**config.mk**
```make
export PLATFORM = sky130hd
export DESIGN_NAME = maquina_control_seq
export DESIGN_NICKNAME = d
export VERILOG_FILES = /design/src/rtl/maquina_control_seq_pkg.sv /design/src/rtl/maquina_control_seq.sv
export SDC_FILE = /design/constraint.sdc
export NUM_CORES = 1
export LEC_CHECK = 0
export ABC_AREA = 1
export ABC_CLOCK_PERIOD_IN_PS = 2300
export CAP_MARGIN = 20
export CORE_MARGIN = 2
export CORE_UTILIZATION = 50
export CTS_CLUSTER_DIAMETER = 100
export CTS_CLUSTER_SIZE = 20
export DETAILED_ROUTE_END_ITERATION = 8
export DONT_BUFFER_PORTS = 1
export PLACE_DENSITY_LB_ADDON = 0.2
export SYNTH_ARGS = -nofsm -noshare
export SYNTH_HDL_FRONTEND = slang
export SYNTH_SLANG_ARGS = --single-unit
```
**constraint.sdc**
```tcl
create_clock -name clk -period 2.3 [get_ports clk]
set_input_delay 0.46 -clock clk [delete_from_list [all_inputs] [get_ports clk]]
set_output_delay 0.46 -clock clk [all_outputs]
set_load 0.02 [all_outputs]
```
**src/rtl/maquina_control_seq_pkg.sv**
```systemverilog
// Shared definitions for the MaquinaSencilla control/sequencing stage:
// ISA opcodes, ALU operation codes, FSM state encoding and the opcode-to-ALU mapping.
package maquina_control_seq_pkg;

   localparam int unsigned DEF_DATA_W = 16;
   localparam int unsigned DEF_ADDR_W = 7;
   localparam int unsigned OP_W       = 2;

   typedef enum logic [1:0] {
      OP_ADD = 2'd0,
      OP_CMP = 2'd1,
      OP_MOV = 2'd2,
      OP_BEQ = 2'd3
   } opcode_e;

   typedef enum logic [1:0] {
      ALU_ADD   = 2'd0,
      ALU_XOR   = 2'd1,
      ALU_PASSB = 2'd2,
      ALU_NOT   = 2'd3
   } alu_op_e;

   typedef enum logic [2:0] {
      ST_IDLE   = 3'd0,
      ST_FETCH  = 3'd1,
      ST_RD_SRC = 3'd2,
      ST_RD_DST = 3'd3,
      ST_EXEC   = 3'd4,
      ST_WRITE  = 3'd5
   } state_e;

   // CMP is evaluated as XOR so the ALU zero flag means "operands equal".
   function automatic alu_op_e alu_op_for(input opcode_e op);
      case (op)
         OP_ADD:  return ALU_ADD;
         OP_CMP:  return ALU_XOR;
         default: return ALU_PASSB;
      endcase
   endfunction

endpackage

```
**src/rtl/maquina_control_seq.sv**
```systemverilog
// Fetch/operand-read/execute/write-back sequencer feeding an external 16-bit ALU.
// Memory and IO share one req/ack word port; request outputs are Moore decodes of state.
module maquina_control_seq
   import maquina_control_seq_pkg::*;
#(
   parameter int unsigned DATA_W   = DEF_DATA_W,
   parameter int unsigned ADDR_W   = DEF_ADDR_W,
   parameter int unsigned RESET_PC = 0
) (
   input  logic              clk,
   input  logic              reset,
   input  logic              run,
   output logic              mem_req,
   output logic              mem_we,
   output logic [ADDR_W-1:0] mem_addr,
   output logic [DATA_W-1:0] mem_wdata,
   input  logic [DATA_W-1:0] mem_rdata,
   input  logic              mem_ack,
   output logic [DATA_W-1:0] alu_a,
   output logic [DATA_W-1:0] alu_b,
   output logic [1:0]        alu_op,
   input  logic [DATA_W-1:0] alu_out,
   input  logic              alu_z,
   output logic [ADDR_W-1:0] pc,
   output logic              zflag,
   output logic              instr_done
);

   state_e              state_q, state_d;
   logic [ADDR_W-1:0]   pc_q, pc_d;
   logic                z_q, z_d;
   logic [DATA_W-1:0]   ir_q, ir_d;
   logic [DATA_W-1:0]   a_q, a_d;
   logic [DATA_W-1:0]   b_q, b_d;
   logic [DATA_W-1:0]   r_q, r_d;
   logic                done_q, done_d;
   logic                retire;

   opcode_e             ir_op, rd_op;
   logic [ADDR_W-1:0]   ir_src, ir_dst, rd_dst;

   // Field slices of the latched instruction and of the word arriving during FETCH.
   assign ir_op  = opcode_e'(ir_q[DATA_W-1 -: OP_W]);
   assign ir_src = ir_q[2*ADDR_W-1 -: ADDR_W];
   assign ir_dst = ir_q[ADDR_W-1:0];
   assign rd_op  = opcode_e'(mem_rdata[DATA_W-1 -: OP_W]);
   assign rd_dst = mem_rdata[ADDR_W-1:0];

   always_ff @(posedge clk or posedge reset) begin
      if (reset) begin
         state_q <= ST_IDLE;
         pc_q    <= ADDR_W'(RESET_PC);
         z_q     <= 1'b0;
         ir_q    <= '0;
         a_q     <= '0;
         b_q     <= '0;
         r_q     <= '0;
         done_q  <= 1'b0;
      end else begin
         state_q <= state_d;
         pc_q    <= pc_d;
         z_q     <= z_d;
         ir_q    <= ir_d;
         a_q     <= a_d;
         b_q     <= b_d;
         r_q     <= r_d;
         done_q  <= done_d;
      end
   end

   always_comb begin
      state_d = state_q;
      pc_d    = pc_q;
      z_d     = z_q;
      ir_d    = ir_q;
      a_d     = a_q;
      b_d     = b_q;
      r_d     = r_q;
      done_d  = 1'b0;
      retire  = 1'b0;

      case (state_q)
         ST_IDLE: begin
            if (run) state_d = ST_FETCH;
         end
         ST_FETCH: begin
            if (mem_ack) begin
               ir_d = mem_rdata;
               pc_d = pc_q + ADDR_W'(1);
               if (rd_op == OP_BEQ) begin
                  if (z_q) pc_d = rd_dst;
                  retire = 1'b1;
               end else begin
                  state_d = ST_RD_SRC;
               end
            end
         end
         ST_RD_SRC: begin
            if (mem_ack) begin
               b_d     = mem_rdata;
               state_d = (ir_op == OP_MOV) ? ST_EXEC : ST_RD_DST;
            end
         end
         ST_RD_DST: begin
            if (mem_ack) begin
               a_d     = mem_rdata;
               state_d = ST_EXEC;
            end
         end
         ST_EXEC: begin
            r_d = alu_out;
            z_d = alu_z;
            if (ir_op == OP_CMP) retire = 1'b1;
            else                 state_d = ST_WRITE;
         end
         ST_WRITE: begin
            if (mem_ack) retire = 1'b1;
         end
         default: state_d = ST_IDLE;
      endcase

      // run is only consulted at the instruction boundary.
      if (retire) begin
         done_d  = 1'b1;
         state_d = run ? ST_FETCH : ST_IDLE;
      end
   end

   always_comb begin
      mem_req  = 1'b0;
      mem_we   = 1'b0;
      mem_addr = '0;
      alu_op   = ALU_PASSB;
      case (state_q)
         ST_FETCH: begin
            mem_req  = 1'b1;
            mem_addr = pc_q;
         end
         ST_RD_SRC: begin
            mem_req  = 1'b1;
            mem_addr = ir_src;
         end
         ST_RD_DST: begin
            mem_req  = 1'b1;
            mem_addr = ir_dst;
         end
         ST_EXEC: begin
            alu_op = alu_op_for(ir_op);
         end
         ST_WRITE: begin
            mem_req  = 1'b1;
            mem_we   = 1'b1;
            mem_addr = ir_dst;
         end
         default: ;
      endcase
   end

   assign mem_wdata  = r_q;
   assign alu_a      = a_q;
   assign alu_b      = b_q;
   assign pc         = pc_q;
   assign zflag      = z_q;
   assign instr_done = done_q;

endmodule

```
Word level (Yosys, flattened, before mapping)
Index checks and enable logic that the tools add are counted.

$add $sub $neg: 1. Equal/unequal tests: 15. Mux-type cells: 23. Reductions and logical operators: 8.

Operator list (number): $mux 3 (8); $pmux 7 s3 (1); $ne 3x3->1 const B (6); $pmux 3 s6 (1); $mux 7 (2); $mux 1 (8); $add 7x1->7 const B (1); $reduce_and 7->1 (1); $eq 3x2->1 const B (2); $eq 3x3->1 const B (2); $reduce_and 2->1 (3); $eq 2x2->1 const B (2); $pmux 2 s2 (1); $reduce_or 4->1 (1); $eq 3x1->1 const B (1); $logic_not 3->1 (1); $pmux 1 s3 (1); $eq 2x1->1 const B (1); $logic_not 2->1 (1); $mux 2 (1); $ne 2x2->1 const B (1); $reduce_or 2->1 (1).

Register bits after elaboration: 76. Bits of input ports: 37. Output and inout port bits: 68. Logic and storage cells: 55.

Depth between registers and ports, before layout
Gate-level depths: netlist of run 1.

Depth in word-level cells: 6. Mapped depth: 9. Mapped depth without buffers: 8.

Least setup slack after synthesis of run 1
Ideal clock, no wire load.

Path type: reg2out. Start: register state_q[0]. End: output port mem_addr[1]. Arrival time: 1.210 ns. Setup slack: 0.630 ns. Cell stages (with the launch flop): 6. Buffers on the path: 1. Cells stage by stage: dfrtp_1 -> buf_6 -> inv_1 -> nor2_4 -> nand2_4 -> o21ai_0.

Cells in the longest elaborated chain, start to end: 3. Elaborated cells on any way between the ends: 6. Those cells by class: eq/ne: 4; mux: 1; reduce/logical: 1.

Ends and longest elaborated chain: start: declaration (line maquina_control_seq.sv:29) `state_e state_q, state_d;`; start signal: assignment (line maquina_control_seq.sv:60) `state_q <= state_d;`; $eq 3x3->1 / $eq 3x2->1 (equally long branches) (line maquina_control_seq.sv:134) `case (state_q)`; $reduce_or 2->1 (no line); $pmux 7 s3 (*) (line maquina_control_seq.sv:134); end: declaration (line maquina_control_seq.sv:15) `output logic [ADDR_W-1:0] mem_addr,`.

Every way passes the cells marked *; elsewhere a longest branch is shown, timed or not.

Worst setup path after layout of run 1
Start: register state_q[0]. End: output port mem_addr[6].

Same word-level chain as after synthesis.

==> results of run 1 <==
[through the flow]
step / total power [mW] / cells
6_report: 5.82 / 438
3_3_place_gp: 4.72 / 422
2_1_floorplan: 4.34 / 346
4_1_cts: 5.87 / 438
5_1_grt: 6.25 / 438
3_5_place_dp: 4.79 / 422
[critical path, stage by stage (launching register included)]
cell and delay (ps):
sky130_fd_sc_hd__dfrtp_1 490, sky130_fd_sc_hd__inv_1 160, sky130_fd_sc_hd__nor2_4 160, sky130_fd_sc_hd__nand2_4 110, sky130_fd_sc_hd__o211ai_1 450
[area by class of cell]
type / instances / area [um^2] / area share
clock buffers: 11 / 151 / 0.0409
inverters: 37 / 145 / 0.0392
repair buffers: 11 / 108 / 0.0290
well taps: 80 / 100 / 0.0270
clock inverters: 5 / 58.8 / 0.0159
flip-flops and latches: 76 / 1900 / 0.514
multi-input cells: 218 / 1240 / 0.334
[routing by layer]
layer / GRT usage / wire length (um)
met5: 0 / 0
met4: 0.0852 / 123
met3: 0.0619 / 524
met2: 0.332 / 3580
met1: 0.273 / 2990
[Yosys cell counts]
library cell and count:
sky130_fd_sc_hd__a21oi_1 11, sky130_fd_sc_hd__a22oi_1 7, sky130_fd_sc_hd__buf_2 4, sky130_fd_sc_hd__buf_6 8
sky130_fd_sc_hd__clkbuf_1 3, sky130_fd_sc_hd__dfrtp_1 76, sky130_fd_sc_hd__ha_1 1, sky130_fd_sc_hd__inv_1 35
sky130_fd_sc_hd__inv_2 1, sky130_fd_sc_hd__inv_4 1, sky130_fd_sc_hd__mux2_2 16, sky130_fd_sc_hd__nand2_1 80
sky130_fd_sc_hd__nand2_2 1, sky130_fd_sc_hd__nand2_4 2, sky130_fd_sc_hd__nand3_1 16, sky130_fd_sc_hd__nand3_2 1
sky130_fd_sc_hd__nand4_1 1, sky130_fd_sc_hd__nor2_1 11, sky130_fd_sc_hd__nor2_2 1, sky130_fd_sc_hd__nor2_4 3
sky130_fd_sc_hd__o211ai_1 1, sky130_fd_sc_hd__o21ai_0 39, sky130_fd_sc_hd__o21ai_1 1, sky130_fd_sc_hd__o21ai_2 22
sky130_fd_sc_hd__o22ai_1 2, sky130_fd_sc_hd__or2_2 1, sky130_fd_sc_hd__xor2_1 1
[state kept, by name, indices dropped and copies added (netlist names)]
signal,count
alu_a,16
pc,7
zflag,1
instr_done,1
alu_b,16
ir_q,16
state_q,3
mem_wdata,16
[cell families after synthesis]
group / count (synthesis) / synth area share
simple gates: 117 / 0.151
mux: 16 / 0.0530
buf+inv: 52 / 0.0773
compound gates: 83 / 0.153
flops: 76 / 0.559
xor+xnor: 1 / 0.00258
fa+ha+maj: 1 / 0.00368
[placed cells by master, fill, tap and decap left out, types with 3 or more instances in the layout]
cell                         netlist  layout
sky130_fd_sc_hd__o21ai_0          39      39
sky130_fd_sc_hd__buf_4             0       9
sky130_fd_sc_hd__mux2_2           16      16
sky130_fd_sc_hd__o21ai_2          22      22
sky130_fd_sc_hd__a22oi_1           7       7
sky130_fd_sc_hd__dfrtp_1          76      74
sky130_fd_sc_hd__nor2_1           11      11
sky130_fd_sc_hd__clkinvlp_4        0       3
sky130_fd_sc_hd__clkbuf_8          0      11
sky130_fd_sc_hd__a21oi_1          11      11
sky130_fd_sc_hd__nand2_1          80      79
sky130_fd_sc_hd__nand3_1          16      16
sky130_fd_sc_hd__inv_1            35      34
sky130_fd_sc_hd__nor2_4            3       3
[path summary, 6_finish.rpt]
path | startpoint | endpoint | cells past startpoint
max | state_q[0]$_DFFE_PP0P_ | mem_addr[6] | 4
min | reset | ir_q[15]$_DFFE_PP0P_ | 1
max reg2reg | state_q[1]$_DFFE_PP0P_ | pc[2]$_DFFE_PP0P_ | 7
min reg2reg | ir_q[7]$_DFFE_PP0P_ | ir_q[7]$_DFFE_PP0P_ | 2
max in group asynchronous | reset | mem_wdata[13]$_DFFE_PP0P_ | 2
min in group clk | alu_out[8] | mem_wdata[8]$_DFFE_PP0P_ | 1
[report_power, final]
part | switching [mW] | internal [mW]
registers | 1.08 | 1.96
logic | 1.03 | 0.684
clock network | 0.509 | 0.562
total | 2.61 | 3.20
[timing repair]
item,CTS,global route
buffers inserted,0,0
endpoints found under the setup margin,0,7
resized for setup,0,3
==> tab_implementation.tex, run 1 <==
\begin{tabular}{lr}
\hline
Metric & Value \\
\hline
\multicolumn{2}{l}{\textbf{Placed design}} \\
\quad Setup slack after placement & 470 ps \\
\quad RD Place Congestion & 0.908 \\
\quad Final HPWL DP & 5300 um \\
\quad Post-detailed-placement cell area & 0.00349 mm\^{}2 \\
\quad Count of port buffers added during placement & 0 \\
\multicolumn{2}{l}{\textbf{Timing}} \\
\quad Setup-failing EPs final & 0 \\
\quad Final setup margin & 121 ps \\
\quad Final count of pins violating max slew & 0 \\
\quad Fin Hold WS & 27.6 ps \\
\quad Measured slew at the worst slew-check pin & 572 ps \\
\quad Headroom to the max-slew limit & 0.618 \\
\quad Final critical-path required period & 2180 ps \\
\quad FMAX & 459 MHz \\
\quad Post-route clock period utilization & 0.947 \\
\quad Skew final & 4.63 ps \\
\quad Hold Vio Cnt, Final & 0 \\
\quad Sum of negative setup slack & 0 ps \\
\quad Setup repair after global routing missed its margin & no \\
\multicolumn{2}{l}{\textbf{Yosys}} \\
\quad Yosys warning total & 0 \\
\quad Cell type contributing the most total cell area after synthesis & sky130\_fd\_sc\_hd\_\_dfrtp\_1 \\
\quad Synth top area share & 0.559 \\
\quad Seq/Total Area, Yosys & 0.559 \\
\quad Seq cells post-synth & 76 \\
\quad Synthesized Nets & 384 \\
\quad Cells taking the most area after synthesis & sky130\_fd\_sc\_hd\_\_dfrtp\_1, sky130\_fd\_sc\_hd\_\_nand2\_1, sky130\_fd\_sc\_hd\_\_o21ai\_0, sky130\_fd\_sc\_hd\_\_o21ai\_2, sky130\_fd\_sc\_hd\_\_mux2\_2 \\
\quad Syn Std Cell Area & 0.00340 mm\^{}2 \\
\quad Cell count after synthesis & 346 \\
\quad Count of distinct cell types in the synthesized netlist & 27 \\
\quad Average instance area after synthesis & 9.83 um\^{}2 \\
\multicolumn{2}{l}{\textbf{GRT}} \\
\quad Global route total overflow & 0 \\
\quad Total Routing Usage GR & 0.210 \\
\quad Vias in the first global route & 2,349 \\
\quad Number of antenna violations at the first check in global routing & 0 \\
\quad Maximum number of pins on one net before global-route repair & 34 \\
\quad Wire length of the first global-routing pass & 12,000 um \\
\multicolumn{2}{l}{\textbf{Setup path}} \\
\quad Crit path required time & 1840 ps \\
\quad Startpoint Class & flip-flop \\
\quad Path type of the worst setup path & reg -> out \\
\quad Maximum fanout encountered on the critical timing path & 8 \\
\quad Endpoint kind of the worst setup timing path & output port \\
\quad Arrival time reported for the critical path endpoint & 1720 ps \\
\quad Setup slack of the most critical reg-to-reg path & 520 ps \\
\multicolumn{2}{l}{\textbf{Floorplanning}} \\
\quad Row count & 30 \\
\quad Die outline width & 86.5 um \\
\quad Starting Density & 0.509 \\
\quad Die ar. & 0.00747 mm\^{}2 \\
\quad Core Footprint & 0.00668 mm\^{}2 \\
\quad Number of top-level design ports & 105 \\
\quad Chip height & 86.5 um \\
\multicolumn{2}{l}{\textbf{Layout}} \\
\quad Design area & 0.00370 mm\^{}2 \\
\quad Count of filler cells inserted in the layout & 617 \\
\quad Util after Layout & 0.554 \\
\quad Fraction of layout instances using a drive strength above 1 & 0.223 \\
\quad Signed area change from the synthesized netlist to the final layout & 8.98\% \\
\quad NumNets Final & 391 \\
\quad Antenna Cells & 0 \\
\multicolumn{2}{l}{\textbf{Routing}} \\
\quad Antenna Violating Nets Remaining & 0 \\
\quad First-pass detailed-route iteration total & 5 \\
\quad Per-cell routed wire length & 16.5 um \\
\quad Via-to-Cell Ratio & 5.38 \\
\quad WL final & 7230 um \\
\quad Count of vias placed by the detailed router & 2,357 \\
\quad Iteration-0 DRC count of the detailed router & 132 \\
\quad Residual DRC count & 0 \\
\multicolumn{2}{l}{\textbf{Clock network}} \\
\quad Maximum root-to-sink buffer count & 2 \\
\quad Sinks on Clock Net & 76 \\
\quad Total clock buffers created by CTS & 9 \\
\quad Cell chosen for the clock root & sky130\_fd\_sc\_hd\_\_clkbuf\_8 \\
\quad Clock Latency Late Sink & 350 ps \\
\quad Number of hold buffers added after CTS & 0 \\
\quad TritonCTS clock tree & yes \\
\quad Reg clk slew, reported paths & 80 ps \\
\quad H-Tree Depth & 3 \\
\multicolumn{2}{l}{\textbf{Pwr}} \\
\quad P per Cell Area & 1570 mW/mm\^{}2 \\
\quad Maximum ir drop on the vdd rail & 0.000779 V \\
\quad Static leakage & 1.82 nW \\
\multicolumn{2}{l}{\textbf{Flow run}} \\
\quad Max\_cap viols & 0 \\
\multicolumn{2}{l}{\textbf{Status}} \\
\quad Outcome & finished, final reports clean \\
\multicolumn{2}{l}{\textbf{Worst hold path}} \\
\quad Hold crit path type & in -> async \\
\hline
\end{tabular}
No activity file was read; power rests on OpenSTA's default activity.
==> run 2: changes to the inputs <==
- ABC_AREA: 1 -> 0
==> run 2 against run 1 <==
Global-route usage is 1.9 points lower. Critical path type unchanged. Worst hold slack better by 62 ps. Total power is 6.6% higher.
==> tab_implementation.tex, run 2 <==
\begin{tabular}{lr}
\hline
Metric & Value \\
\hline
\multicolumn{2}{l}{\textbf{Yosys}} \\
\quad Count of distinct cell types in the synthesized netlist & 37 \\
\quad Cell count after synthesis & 290 \\
\quad Average instance area after synthesis & 12.0 um\^{}2 \\
\quad Commonest cells in the netlist & sky130\_fd\_sc\_hd\_\_dfrtp\_1, sky130\_fd\_sc\_hd\_\_nand2\_1, sky130\_fd\_sc\_hd\_\_mux2\_2, sky130\_fd\_sc\_hd\_\_mux2\_4, sky130\_fd\_sc\_hd\_\_o21ai\_0 \\
\quad Cell type contributing the most total cell area after synthesis & sky130\_fd\_sc\_hd\_\_dfrtp\_1 \\
\quad Syn Std Cell Area & 0.00348 mm\^{}2 \\
\quad Synthesized Nets & 328 \\
\quad Fraction of synthesis flops using an asynchronous set or reset pin & 1.00 \\
\quad Seq cells post-synth & 76 \\
\quad Synth top area share & 0.547 \\
\quad Library cell with the highest instance count after synthesis & sky130\_fd\_sc\_hd\_\_dfrtp\_1 \\
\quad Main synth FF type & sky130\_fd\_sc\_hd\_\_dfrtp\_1 \\
\quad Post-synth EDFFs & 0 \\
\quad Cells taking the most area after synthesis & sky130\_fd\_sc\_hd\_\_dfrtp\_1, sky130\_fd\_sc\_hd\_\_mux2\_2, sky130\_fd\_sc\_hd\_\_mux2\_4, sky130\_fd\_sc\_hd\_\_nand2\_1, sky130\_fd\_sc\_hd\_\_o21ai\_0 \\
\quad Yosys warning total & 0 \\
\quad Seq/Total Area, Yosys & 0.547 \\
\multicolumn{2}{l}{\textbf{GRT}} \\
\quad Wire length of the first global-routing pass & 11,300 um \\
\quad Global route total overflow & 0 \\
\quad Busiest metal layer after global routing & met2 \\
\quad Met1 GRT Util & 0.263 \\
\quad Met3 Track Usage GR & 0.0550 \\
\quad Met2 demand-to-capacity share in global routing & 0.288 \\
\quad Vias in the first global route & 2,196 \\
\quad Number of antenna violations at the first check in global routing & 0 \\
\quad Total Routing Usage GR & 0.192 \\
\quad Maximum number of pins on one net before global-route repair & 48 \\
\multicolumn{2}{l}{\textbf{Flow run}} \\
\quad Max\_cap viols & 0 \\
\multicolumn{2}{l}{\textbf{Timing}} \\
\quad Hold Vio Cnt, Final & 0 \\
\quad Setup-failing EPs final & 0 \\
\quad Post-route clock period utilization & 0.942 \\
\quad Final count of pins violating max slew & 0 \\
\quad Measured slew at the worst slew-check pin & 588 ps \\
\quad Final critical-path required period & 2170 ps \\
\quad FMAX & 461 MHz \\
\quad Headroom to the max-slew limit & 0.608 \\
\quad Sum of negative setup slack & 0 ps \\
\quad Skew final & 10.5 ps \\
\quad Setup repair after global routing missed its margin & no \\
\multicolumn{2}{l}{\textbf{Pwr}} \\
\quad Switching share of power & 0.413 \\
\quad Overall power of the completed layout & 6.20 mW \\
\quad Static leakage & 1.76 nW \\
\quad Part of the power in combinational logic & 0.324 \\
\quad Power spent charging and discharging nets & 2.56 mW \\
\quad Sequential Power Share & 0.513 \\
\quad Internal power & 3.64 mW \\
\quad Clk network pwr share & 0.163 \\
\quad Maximum ir drop on the vdd rail & 0.000734 V \\
\quad P per Cell Area & 1620 mW/mm\^{}2 \\
\multicolumn{2}{l}{\textbf{Routing}} \\
\quad Via-to-Cell Ratio & 5.66 \\
\quad Count of vias placed by the detailed router & 2,195 \\
\quad Per-cell routed wire length & 18.3 um \\
\quad Iteration-0 DRC count of the detailed router & 126 \\
\quad Residual DRC count & 0 \\
\quad First-pass detailed-route iteration total & 4 \\
\quad WL final & 7100 um \\
\quad Antenna Violating Nets Remaining & 0 \\
\multicolumn{2}{l}{\textbf{Setup path}} \\
\quad Arrival time reported for the critical path endpoint & 1710 ps \\
\quad Crit path required time & 1840 ps \\
\quad Number of buffers and inverters on the critical path & 2 \\
\quad Worst reg2reg path depth & 3 \\
\quad Critical path cell sequence & buf\_4 > mux2\_2 > a22oi\_1 > o21ai\_0 > buf\_4 \\
\quad Maximum single-stage delay on the critical path & 440 ps \\
\quad Total number of cells along the worst setup path & 5 \\
\quad Cell seen most often among critical-path stages & sky130\_fd\_sc\_hd\_\_buf\_4 \\
\quad Path type of the worst setup path & reg -> out \\
\quad Startpoint Class & flip-flop \\
\quad Maximum fanout encountered on the critical timing path & 8 \\
\quad Slowest CP cell & sky130\_fd\_sc\_hd\_\_dfrtp\_2 \\
\quad Kind of cell adding the most delay to the critical path & flip-flops \\
\quad Endpoint kind of the worst setup timing path & output port \\
\multicolumn{2}{l}{\textbf{Floorplanning}} \\
\quad Die outline width & 87.4 um \\
\quad Die ar. & 0.00764 mm\^{}2 \\
\quad Row count & 30 \\
\quad Number of top-level design ports & 105 \\
\quad Core Footprint & 0.00676 mm\^{}2 \\
\quad Starting Density & 0.515 \\
\quad Chip height & 87.4 um \\
\multicolumn{2}{l}{\textbf{Status}} \\
\quad Outcome & finished, final reports clean \\
\multicolumn{2}{l}{\textbf{Layout}} \\
\quad Fraction of layout instances using a drive strength above 1 & 0.331 \\
\quad Leading cell type in the layout, fill and taps excluded & sky130\_fd\_sc\_hd\_\_dfrtp\_1 \\
\quad Signed area change from the synthesized netlist to the final layout & 10.0\% \\
\quad Commonest non-fill, non-tap cells in the layout & sky130\_fd\_sc\_hd\_\_dfrtp\_1, sky130\_fd\_sc\_hd\_\_nand2\_1, sky130\_fd\_sc\_hd\_\_mux2\_2 \\
\quad NumNets Final & 342 \\
\quad Count of filler cells inserted in the layout & 582 \\
\quad Antenna Cells & 0 \\
\multicolumn{2}{l}{\textbf{Clock network}} \\
\quad Clock Latency Late Sink & 330 ps \\
\quad Number of hold buffers added after CTS & 0 \\
\quad Cell chosen for the clock root & sky130\_fd\_sc\_hd\_\_clkbuf\_8 \\
\quad Maximum root-to-sink buffer count & 2 \\
\quad Total clock buffers created by CTS & 9 \\
\quad TritonCTS clock tree & yes \\
\quad Reg clk slew, reported paths & 80 ps \\
\quad Sinks on Clock Net & 76 \\
\quad H-Tree Depth & 3 \\
\multicolumn{2}{l}{\textbf{Placed design}} \\
\quad Count of port buffers added during placement & 0 \\
\quad RD Place Congestion & 0.739 \\
\quad Final HPWL DP & 4840 um \\
\multicolumn{2}{l}{\textbf{Worst hold path}} \\
\quad Hold crit path type & in -> async \\
\hline
\end{tabular}
run 2: cell count changes in the layout (fill, tap and decap cells not counted), moves of 12 or more:
cell,before,now
sky130_fd_sc_hd__buf_4,9,21
sky130_fd_sc_hd__inv_1,34,2
sky130_fd_sc_hd__mux2_2,16,36
sky130_fd_sc_hd__mux2_4,0,20
sky130_fd_sc_hd__nand2_1,79,63
sky130_fd_sc_hd__o21ai_0,39,13
sky130_fd_sc_hd__o21ai_2,22,0
run 2: path summary, 6_finish.rpt:
| kind | start | end | slack [ps] |
|---|---|---|---|
| worst max register to register | state_q[2]$_DFFE_PP0P_ | alu_b[15]$_DFFE_PP0P_ | 580 |
| worst max-delay path | state_q[0]$_DFFE_PP0P_ | mem_addr[1] | 130 |
| worst min-delay path | reset | mem_wdata[14]$_DFFE_PP0P_ | 90 |
| min in group clk | mem_rdata[0] | ir_q[0]$_DFFE_PP0P_ | 230 |
| worst min register to register | ir_q[12]$_DFFE_PP0P_ | ir_q[12]$_DFFE_PP0P_ | 480 |
| max in group asynchronous | reset | pc[0]$_DFFE_PP0P_ | 1720 |
run 2: logic make-up after synthesis:
group,Yosys count,share of synthesized area
and+or+nand+nor,92,0.125
DFF,76,0.547
muxes,57,0.206
AOI/OAI and AO/OA,43,0.0770
buffers and inverters,21,0.0414
adders and majority gates,1,0.00360
run 2: stage by stage:
| stage | area, um^2 | hold slack, ps | worst slack (ps) | std cells | utilization |
|---|---|---|---|---|---|
| after floorplan | 3480 | 442 | 438 | 290 | - |
| after global placement | 3600 | 452 | 323 | 370 | 0.533 |
| after detailed placement | 3600 | 458 | 282 | 370 | 0.533 |
| after CTS | 3800 | 87.9 | 45.3 | 385 | 0.563 |
| after global routing | 3830 | 105 | 29.8 | 388 | 0.566 |
| final | 3830 | 89.1 | 132 | 388 | 0.566 |
run 2: power by group through the flow:
| stage | clock network [mW] | logic (mW) | registers, mW |
|---|---|---|---|
| 6_report | 1.01 | 2.01 | 3.18 |
| 5_1_grt | 1.11 | 2.21 | 3.29 |
| 4_1_cts | 1.04 | 1.97 | 3.20 |
| 3_5_place_dp | 0 | 1.97 | 3.21 |
| 3_3_place_gp | 0 | 1.90 | 3.20 |
| 2_1_floorplan | 0 | 1.62 | 3.01 |
run 2: metal layers:
| layer | vias to the layer above | wire length, um |
|---|---|---|
| met1 | 1072 | 3220 |
| li1 | 1029 | - |
| met5 | - | 0 |
| met3 | 9 | 597 |
| met4 | 0 | 84 |
| met2 | 85 | 3200 |
run 2: cell type report:
cell class | count | area (um^2) | share of cell area
Inverter | 3 | 15.0 | 0.00392
Clock buffer | 11 | 151 | 0.0396
Sequential cell | 76 | 1900 | 0.497
Clock inverter | 4 | 48.8 | 0.0128
Timing Repair Buffer | 21 | 158 | 0.0412
Tap cell | 80 | 100 | 0.0262
Multi-Input combinational cell | 193 | 1450 | 0.379
run 2: repair_timing:
item / in CTS / in global routing
setup buffers: 0 / 3
gates resized for setup: 2 / 1
endpoints found under the setup margin: 7 / 7
hold endpoints to repair: 0 / 0
==> run 3: changes to the inputs <==
- ABC_AREA: 0 -> unset
- CORE_MARGIN: 2 -> 3
- MAX_ROUTING_LAYER: unset -> met4
==> run 3 against run 2 <==
Global-route usage grew 0.30 points. Combinational power is essentially flat. Die area grew 4.6%. Non-clock buffer count shrank 2.
==> tab_implementation.tex, run 3 (same netlist as run 2, synthesis figures left out) <==
\begin{tabular}{lr}
\hline
Metric & Value \\
\hline
\multicolumn{2}{l}{\textbf{Timing}} \\
\quad Final count of pins violating max slew & 0 \\
\quad Final critical-path required period & 2170 ps \\
\quad Hold Vio Cnt, Final & 0 \\
\quad Setup repair after global routing missed its margin & no \\
\quad FMAX & 460 MHz \\
\quad Setup-failing EPs final & 0 \\
\quad Measured slew at the worst slew-check pin & 510 ps \\
\quad Sum of negative setup slack & 0 ps \\
\quad Headroom to the max-slew limit & 0.660 \\
\quad Skew final & 8.87 ps \\
\quad Post-route clock period utilization & 0.945 \\
\multicolumn{2}{l}{\textbf{Clock network}} \\
\quad Cell chosen for the clock root & sky130\_fd\_sc\_hd\_\_clkbuf\_8 \\
\quad Clock Latency Late Sink & 340 ps \\
\quad Number of hold buffers added after CTS & 0 \\
\quad Total clock buffers created by CTS & 9 \\
\quad Sinks on Clock Net & 76 \\
\quad Maximum root-to-sink buffer count & 2 \\
\quad H-Tree Depth & 3 \\
\quad Reg clk slew, reported paths & 70 ps \\
\quad TritonCTS clock tree & yes \\
\multicolumn{2}{l}{\textbf{Floorplanning}} \\
\quad Row count & 29 \\
\quad Core Footprint & 0.00653 mm\^{}2 \\
\quad Die ar. & 0.00799 mm\^{}2 \\
\quad Starting Density & 0.532 \\
\quad Number of top-level design ports & 105 \\
\quad Chip height & 89.4 um \\
\quad Die outline width & 89.4 um \\
\multicolumn{2}{l}{\textbf{Setup path}} \\
\quad Worst Setup SP & state\_q[0]\$\_DFFE\_PP0P\_ \\
\quad Critical path cell sequence & buf\_4 > buf\_4 > nor4b\_2 > and2\_1 \\
\quad Setup slack of the most critical reg-to-reg path & 480 ps \\
\quad Worst reg2reg path depth & 6 \\
\quad Arrival time reported for the critical path endpoint & 1710 ps \\
\quad Terminus of the critical flop-to-flop path & mem\_wdata[13]\$\_DFFE\_PP0P\_ \\
\quad Startpoint Class & flip-flop \\
\quad Crit path required time & 1840 ps \\
\quad Maximum fanout encountered on the critical timing path & 7 \\
\quad Endpoint kind of the worst setup timing path & output port \\
\quad End point of the critical path & alu\_op[0] \\
\quad Reg-to-reg critical path startpoint & state\_q[0]\$\_DFFE\_PP0P\_ \\
\quad Maximum single-stage delay on the critical path & 440 ps \\
\quad Path type of the worst setup path & reg -> out \\
\quad Cell seen most often among critical-path stages & sky130\_fd\_sc\_hd\_\_buf\_4 \\
\quad Slowest CP cell & sky130\_fd\_sc\_hd\_\_dfrtp\_2 \\
\multicolumn{2}{l}{\textbf{Status}} \\
\quad Outcome & finished, final reports clean \\
\multicolumn{2}{l}{\textbf{Layout}} \\
\quad Count of filler cells inserted in the layout & 550 \\
\quad Fraction of layout instances using a drive strength above 1 & 0.326 \\
\quad Commonest non-fill, non-tap cells in the layout & sky130\_fd\_sc\_hd\_\_dfrtp\_1, sky130\_fd\_sc\_hd\_\_nand2\_1, sky130\_fd\_sc\_hd\_\_mux2\_2 \\
\quad Util after Layout & 0.587 \\
\quad Leading cell type in the layout, fill and taps excluded & sky130\_fd\_sc\_hd\_\_dfrtp\_1 \\
\quad Antenna Cells & 0 \\
\quad Signed area change from the synthesized netlist to the final layout & 10.3\% \\
\quad NumNets Final & 340 \\
\multicolumn{2}{l}{\textbf{Pwr}} \\
\quad Static leakage & 1.75 nW \\
\quad P per Cell Area & 1620 mW/mm\^{}2 \\
\quad Maximum ir drop on the vdd rail & 0.000691 V \\
\multicolumn{2}{l}{\textbf{Routing}} \\
\quad Count of vias placed by the detailed router & 2,199 \\
\quad Per-cell routed wire length & 18.7 um \\
\quad Antenna Violating Nets Remaining & 0 \\
\quad WL final & 7200 um \\
\quad Via-to-Cell Ratio & 5.73 \\
\quad Residual DRC count & 0 \\
\quad Iteration-0 DRC count of the detailed router & 113 \\
\quad First-pass detailed-route iteration total & 4 \\
\multicolumn{2}{l}{\textbf{Worst hold path}} \\
\quad Hold crit path type & in -> async \\
\multicolumn{2}{l}{\textbf{GRT}} \\
\quad Total Routing Usage GR & 0.195 \\
\quad Number of antenna violations at the first check in global routing & 0 \\
\quad Maximum number of pins on one net before global-route repair & 77 \\
\quad Wire length of the first global-routing pass & 11,400 um \\
\quad Vias in the first global route & 2,226 \\
\quad Global route total overflow & 0 \\
\multicolumn{2}{l}{\textbf{Placed design}} \\
\quad Count of port buffers added during placement & 0 \\
\quad RD Place Congestion & 0.753 \\
\quad Final HPWL DP & 4970 um \\
\multicolumn{2}{l}{\textbf{Flow run}} \\
\quad Max\_cap viols & 0 \\
\hline
\end{tabular}
## run 3: per-stage QoR
step / cell area (um^2) / setup slack (ps) / power, mW / cells / hold slack [ps]
2_1_floorplan: 3480 / 438 / 4.63 / 290 / 442
3_3_place_gp: 3610 / 479 / 5.14 / 366 / 464
3_5_place_dp: 3610 / 428 / 5.22 / 366 / 469
4_1_cts: 3810 / 42.7 / 6.26 / 382 / 106
5_1_grt: 3830 / 14.7 / 6.65 / 384 / 117
6_report: 3830 / 126 / 6.22 / 384 / 67.7
## run 3: worst min-delay path by stage
stage / slack (ps) / cells after the start / endpoint / startpoint
2_1_floorplan: 440 / 2 / ir_q[10]$_DFFE_PP0P_ / ir_q[10]$_DFFE_PP0P_
3_3_place_gp: 460 / 2 / ir_q[9]$_DFFE_PP0P_ / ir_q[9]$_DFFE_PP0P_
3_5_place_dp: 470 / 2 / ir_q[11]$_DFFE_PP0P_ / ir_q[11]$_DFFE_PP0P_
4_1_cts: 110 / 2 / alu_b[0]$_DFFE_PP0P_ / reset
5_1_grt: 120 / 2 / ir_q[7]$_DFFE_PP0P_ / reset
6_report: 70 / 2 / alu_a[15]$_DFFE_PP0P_ / reset
## run 3: what timing repair did
item,in CTS,in global routing
endpoints found under the setup margin,0,7
setup buffers,0,2
gates resized for setup,0,3
## run 3: critical path, delay by kind of cell, from the launching register on
family        cells  cell delay, ps
flops             1             440
buf+inv           2             310
simple gates      2             630
## run 3: final cells by class
cell class                      instances  area [um^2]  share of cell area
Timing Repair Buffer                   19          168              0.0437
Tap cell                               77         96.3              0.0251
Clock buffer                           12          155              0.0405
Multi-Input combinational cell        193         1450               0.378
Inverter                                3         15.0             0.00392
Clock inverter                          4         47.5              0.0124
Sequential cell                        76         1900               0.497
## run 3: report_power, final
part / internal (mW) / switching (mW)
clock: 0.557 / 0.467
combinational: 1.10 / 0.910
sequential: 1.99 / 1.20
## run 3: layer usage
layer,up-vias,track usage,part of all wire
li1,1028,-,-
met1,1094,0.261,0.45
met2,67,0.285,0.47
met3,10,0.0498,0.067
met4,0,0.0731,0.014
met5,-,-,0
